==> src/rtl/fc_12_feeder.sv <==
// Input-side sequencer for the fc_12 core: per neuron it streams a weight burst,
// one idle cycle and an activation burst, then waits for and forwards the result.
`timescale 1ns/1ps
module fc_12_feeder #(
    parameter int N_OUT    = 12,
    parameter int N_W      = 144,
    parameter int N_CYC    = 12,
    parameter int LANES    = 12,
    parameter int WA_W     = 11,
    parameter int AA_W     = 4,
    parameter int WAIT_MAX = 255
) (
    input  logic             clk,
    input  logic             rst,
    input  logic             start,
    output logic             busy,
    output logic             done,
    output logic             err,
    output logic             w_rd_en,
    output logic [WA_W-1:0]  w_rd_addr,
    input  logic             w_rd_data,
    output logic             a_rd_en,
    output logic [AA_W-1:0]  a_rd_addr,
    input  logic [LANES-1:0] a_rd_data,
    output logic             weight_en,
    output logic             weight,
    output logic             ivalid,
    output logic [LANES-1:0] din,
    input  logic             fc_ovalid,
    input  logic [15:0]      fc_dout,
    output logic             res_valid,
    output logic [3:0]       res_idx,
    output logic [15:0]      res_data
);
    localparam int WC_W = $clog2(N_W + 1);
    localparam int TM_W = $clog2(WAIT_MAX + 1);

    typedef enum logic [2:0] {IDLE, LOADW, GAP, FEED, WAITO, FIN} state_t;

    state_t          state, state_nx;
    logic [WA_W-1:0] wa;
    logic [WC_W-1:0] wcnt;
    logic [AA_W-1:0] k;
    logic [3:0]      n;
    logic [TM_W-1:0] timer;

    logic w_last, k_last, n_last, t_out;

    assign w_last = (wcnt == WC_W'(N_W - 1));
    assign k_last = (k == AA_W'(N_CYC - 1));
    assign n_last = (n == 4'(N_OUT - 1));
    assign t_out  = (timer == TM_W'(WAIT_MAX));

    always_comb begin
        state_nx = state;
        case (state)
            IDLE:    if (start) state_nx = LOADW;
            LOADW:   if (w_last) state_nx = GAP;
            GAP:     state_nx = FEED;
            FEED:    if (k_last) state_nx = WAITO;
            WAITO: begin
                if (fc_ovalid)  state_nx = n_last ? FIN : LOADW;
                else if (t_out) state_nx = FIN;
            end
            FIN:     state_nx = IDLE;
            default: state_nx = IDLE;
        endcase
    end

    // Read strobes come straight from the state; the fc_12 side is the strobe
    // delayed by the one-cycle memory latency, so data and valid line up.
    assign busy      = (state != IDLE) && (state != FIN);
    assign done      = (state == FIN);
    assign w_rd_en   = (state == LOADW);
    assign w_rd_addr = w_rd_en ? wa : '0;
    assign a_rd_en   = (state == FEED);
    assign a_rd_addr = a_rd_en ? k : '0;
    assign weight    = weight_en & w_rd_data;
    assign din       = ivalid ? a_rd_data : '0;

    always_ff @(posedge clk) begin
        if (rst) begin
            state     <= IDLE;
            wa        <= '0;
            wcnt      <= '0;
            k         <= '0;
            n         <= '0;
            timer     <= '0;
            err       <= 1'b0;
            weight_en <= 1'b0;
            ivalid    <= 1'b0;
            res_valid <= 1'b0;
            res_idx   <= '0;
            res_data  <= '0;
        end else begin
            state     <= state_nx;
            weight_en <= w_rd_en;
            ivalid    <= a_rd_en;
            res_valid <= 1'b0;
            case (state)
                IDLE: begin
                    if (start) begin
                        err  <= 1'b0;
                        n    <= '0;
                        wa   <= '0;
                        wcnt <= '0;
                    end
                end
                LOADW: begin
                    wa   <= wa + 1'b1;
                    wcnt <= w_last ? '0 : wcnt + 1'b1;
                end
                GAP: k <= '0;
                FEED: begin
                    k     <= k_last ? '0 : k + 1'b1;
                    timer <= '0;
                end
                WAITO: begin
                    if (fc_ovalid) begin
                        res_valid <= 1'b1;
                        res_idx   <= n;
                        res_data  <= fc_dout;
                        wcnt      <= '0;
                        if (!n_last) n <= n + 1'b1;
                    end else if (t_out) begin
                        err <= 1'b1;
                    end else begin
                        timer <= timer + 1'b1;
                    end
                end
                default: ;
            endcase
            // A result outside the wait window is flagged; it must win over the start-clear.
            if (fc_ovalid && state != WAITO) err <= 1'b1;
        end
    end
endmodule

==> config.mk <==
export PLATFORM = sky130hd
export DESIGN_NAME = fc_12_feeder
export DESIGN_NICKNAME = d
export VERILOG_FILES = /design/src/rtl/fc_12_feeder.sv
export SDC_FILE = /design/constraint.sdc
export NUM_CORES = 1
export LEC_CHECK = 0
export ABC_AREA = 1
export CELL_PAD_IN_SITES_DETAIL_PLACEMENT = 1
export CELL_PAD_IN_SITES_GLOBAL_PLACEMENT = 1
export CORE_AREA = 4 4 99 101
export CTS_BUF_LIST = sky130_fd_sc_hd__clkbuf_16
export DETAILED_ROUTE_END_ITERATION = 8
export DIE_AREA = 0 0 103 105
export PLACE_DENSITY_LB_ADDON = 0.1
export SLEW_MARGIN = 5
export SYNTH_ARGS = -nofsm -noshare
export SYNTH_HDL_FRONTEND = slang
export SYNTH_SLANG_ARGS = --single-unit
==> constraint.sdc <==
create_clock -name clk -period 3.7 [get_ports clk]
set_input_delay 1.11 -clock clk [delete_from_list [all_inputs] [get_ports clk]]
set_output_delay 1.11 -clock clk [all_outputs]
set_load 0.01 [all_outputs]
## Word level (Yosys, flattened, before mapping)

Index checks and enable logic that the tools add are counted.

| storage, ports and cells | value |
|---|---|
| flip-flop bits (word level) | 62 |
| input bits | 33 |
| output and inout bits | 56 |
| logic and storage cells | 90 |

| cells by class | value |
|---|---|
| $add $sub $neg | 5 |
| eq/ne operators | 22 |
| mux-type cells | 31 |
| bitwise gates (word level) | 2 |
| reduce and logical (&&, ||, !) cells | 18 |

Operators by type and width:

| cell | count |
|---|---|
| 8-bit 2-to-1 mux | 5 |
| 8-bit one-hot mux with 3 select lines | 1 |
| 11-bit 2-to-1 mux | 2 |
| 11-bit one-hot mux with 2 select lines | 1 |
| 4-bit 2-to-1 mux | 5 |
| 3-bit 2-to-1 mux | 6 |
| 3-bit inequality test, second input constant | 6 |
| 8-bit by 1-bit adder with 8-bit output, second input constant | 2 |
| 8-bit equality test, second input constant | 2 |
| 4-bit one-hot mux with 2 select lines | 2 |
| 8-bit one-hot mux with 2 select lines | 1 |
| 3-bit one-hot mux with 5 select lines | 1 |
| 12-bit 2-to-1 mux | 1 |
| 4-bit AND reduction | 3 |
| 11-bit by 1-bit adder with 11-bit output, second input constant | 1 |
| 2-bit inequality test, second input constant | 5 |
| 3-bit nonzero test | 3 |
| 4-bit by 1-bit adder with 4-bit output, second input constant | 2 |
| 4-bit equality test, second input constant | 2 |
| 2-bit nonzero test | 4 |
| 3-bit by 2-bit equality test with 1-bit output, second input constant | 2 |
| 3-bit equality test, second input constant | 2 |
| 3-bit AND reduction | 2 |
| 1-bit 2-to-1 mux | 5 |
| 9 further kinds | 12 |

## Longest topological paths before layout

| logic depth | value |
|---|---|
| depth in word-level cells | 5 |
| gate-level depth with buffers | 10 |
| gate-level depth less buffers | 9 |

## Worst setup path after synthesis

No wires, ideal clock.

| timing | value |
|---|---|
| path kind | in2out |
| start point | in a_rd_data[10] |
| end point | out din[10] |
| arrival | 1241 ps |
| path slack | 1349 ps |
| stages | 2 |
| buffers on the path | 0 |
| path through | nand2_1 > inv_1 |

| between the ends | value |
|---|---|
| longest elaborated chain between the ends | 1 |

Ends and longest elaborated chain:

| element | line | source |
|---|---|---|
| from (decl) | 24 | `input logic [LANES-1:0] a_rd_data,` |
| 12-bit 2-to-1 mux | 79 | `assign din = ivalid ? a_rd_data : '0;` |
| to (decl) | 28 | `output logic [LANES-1:0] din,` |

Every way passes these cells.

## Final worst setup path

| timing | value |
|---|---|
| start point | in a_rd_data[6] |
| end point | out din[6] |

Same word-level chain as after synthesis.

==> impl_results.md <==
- Post-synthesis sequential area ratio: 40.4%
- GPL Wtd Cong: 0.780
- Synth Warn #: 0
- DP HPWL: 6.69 mm
- Slew margin rel.: 58.8%
- Clock transition at path regs: 0.05 ns
- Final Non-Filler Cells: 664
- Initial core utilization: 34.1%
- Post-synthesis cell type count: 30
- Worst Skew: 0.00337 ns
- CP peak stage delay: 0.53 ns
- CTS resizes: 0
- Final Cycle Share: 90.5%
- Worst Setup End Kind: output port
- Mapped Nets: 501
- Routed WL: 9.16 mm
- Post-CTS Hold Fix Bufs: 0
- Initial antenna violation count: 0
- Final Hold Vio Count: 0
- Sum Neg Setup Slack: 0 ns
- DRT antenna net count: 0
- Outcome: finished, final reports clean
- Ys async rst share: 0%
- Setup repair bufs after CTS: 0
- Row count: 35
- Clock sink count: 62
- Final Max Slew Viols: 0
- Crit-path most repeated cell: clkdlybuf4s50_1
- Worst slack, placed: 0.335 ns
- Die height: 105 µm
- # setup viols final: 0
- Die ar.: 10800 µm²
- CP max FO: 1
- Synth Register Bits: 62
- Fillers: 1170
- Routed len/inst: 13.8 µm
- CTS tree: built
- DR vias/cell: 4.86
- Number of global-route vias before repair: 3284
- 1st-iter DRT viols: 113
- Leak: 1.69 nW
- Largest net degree at the start of global routing: 41
- CORE AREA: 9020 µm²
- Hold WC Path Type: flip-flop to flip-flop
- Clk buf depth: 2
- I/O pin total: 89
- Overflow after GRT: 0
- H-tree depth: 3
- Number of placed cells counting well taps: 649
- Syn-to-layout area delta: 39.7%
- Primary FF master, synth: dfxtp_1
- Max IR drop VDD: 0.279 mV
- Share of layout cells above drive strength 1: 6.51%
- CP arrival: 2.24 ns
- Clk_lat worst skew: 0.32 ns
- Post-synth EDFFs: 0
- Area contributors post-synth: dfxtp_1 (40%), nand2_1 (14%), nand3_1 (8.1%)
- Slowest CP cell: clkdlybuf4s50_1
- Startpoint types: primary input
- Drt first pass iters: 4
- Port bufs: 88
- Syn Std Cell Area: 3070 µm²
- Root buffer cell: clkbuf_16
- Die span in x: 103 µm
- Largest area contributor in the netlist: dfxtp_1
- Cell Chain, Critical Path: clkdlybuf4s50_1 > nand2_1 > inv_1 > clkdlybuf4s50_1
- Worst EP required: 2.59 ns
- Max cap viols: 0
- P per Cell Area: 517 nW/µm²
- Min setup slack post-route: 0.353 ns
- GRT Total Usage: 17.7%
- Tmin final: 3.35 ns
- Inserted Diodes: 0
- Worst Tran Pin Value: 0.616 ns
- Syn Inst Count: 463
- Via count: 3224
- Final net count: 587
- RSZ-0062 raised after global routing: false
- Average size of a mapped cell: 6.64 µm²
- TritonCTS buffer count: 9
- Top cell type's share of synthesized area: 40.4%
- Hold_ws: 0.458 ns
- DR DRC count: 0
- Max frequency: 0.299 GHz
- Global-route wire length before repair: 15.4 mm
- Crit Path Class: primary input to output port
layout make-up:
type	instances	area (µm²)	area share, %
Clock buffer	9	225	5.25
Clock inverter	6	30.0	0.700
Inverter	59	221	5.16
Multi-Input combinational cell	326	1530	35.7
Sequential cell	62	1240	28.9
Tap cell	111	139	3.24
Timing Repair Buffer	91	903	21.0
cell families after synthesis:
| family | after synthesis | synth area share (%) |
|---|---|---|
| xor+xnor | 3 | 0.855 |
| fa+ha+maj | 5 | 2.04 |
| simple gates | 249 | 35.3 |
| flops | 62 | 40.4 |
| compound gates | 69 | 11.6 |
| buf+inv | 75 | 9.73 |
cell usage in the layout, fill, tap and decap left out, types with 3 or more instances in the layout:
cell,n
nor2_2,3
o21ai_0,14
clkinv_1,3
ha_1,5
clkdlybuf4s50_1,88
a21oi_1,49
clkbuf_16,9
nand4_1,10
inv_2,5
buf_4,3
dfxtp_1,62
clkinv_2,3
inv_1,53
nand2_2,7
nand2_1,112
nand3_1,50
nor2_1,58
state kept, by name, indices dropped and copies added (netlist names), 3 cells and up:
| register | cells |
|---|---|
| wcnt | 8 |
| timer | 8 |
| res_data | 16 |
| k | 4 |
| state | 3 |
| res_idx | 4 |
| n | 4 |
| wa | 11 |
layer usage:
metal | wire length, µm | part of all wire, % | GRT usage (%)
met5 | 0 | 0 | 0
met4 | 116 | 1.3 | 5.74
met3 | 295 | 3.2 | 3.94
met2 | 4660 | 51 | 30.7
met1 | 4090 | 45 | 21.2
critical path, delay by kind of cell:
kind | cells | cell delay (ns)
simple gates | 1 | 0.06
buf+inv | 3 | 1.07
synthesized netlist by cell type (5+ instances only):
cell type / n
a21oi_1: 49
buf_2: 5
clkbuf_1: 9
dfxtp_1: 62
ha_1: 5
inv_1: 53
inv_2: 5
nand2_1: 112
nand2_2: 7
nand3_1: 50
nand4_1: 10
nor2_1: 58
o21ai_0: 14
where the power goes:
part	internal, W	total (W)	leakage, nW	switching (W)
combinational	0.000253	0.000702	1.06	0.000449
sequential	0.000730	0.000791	0.501	0.0000604
clock	0.000440	0.000726	0.126	0.000286
total	0.00142	0.00222	1.69	0.000796
stage by stage:
stage	area [µm²]	power [W]	utilization, %
after floorplan	3070	0.00125	-
after global placement	4040	0.00150	44.8
after detailed placement	4040	0.00151	44.8
after CTS	4290	0.00226	47.6
after global routing	4290	0.00237	47.6
final	4290	0.00222	47.6
worst paths after layout:
path                start      endpoint  slack, ns  cells past startpoint
min          res_data[12]  res_data[12]       0.46                      2
max reg2reg      state[2]          n[1]       1.72                      8
max          a_rd_data[6]        din[6]       0.35                      4
min reg2reg  res_data[12]  res_data[12]       0.46                      2
No activity file was read; power rests on OpenSTA's default activity.
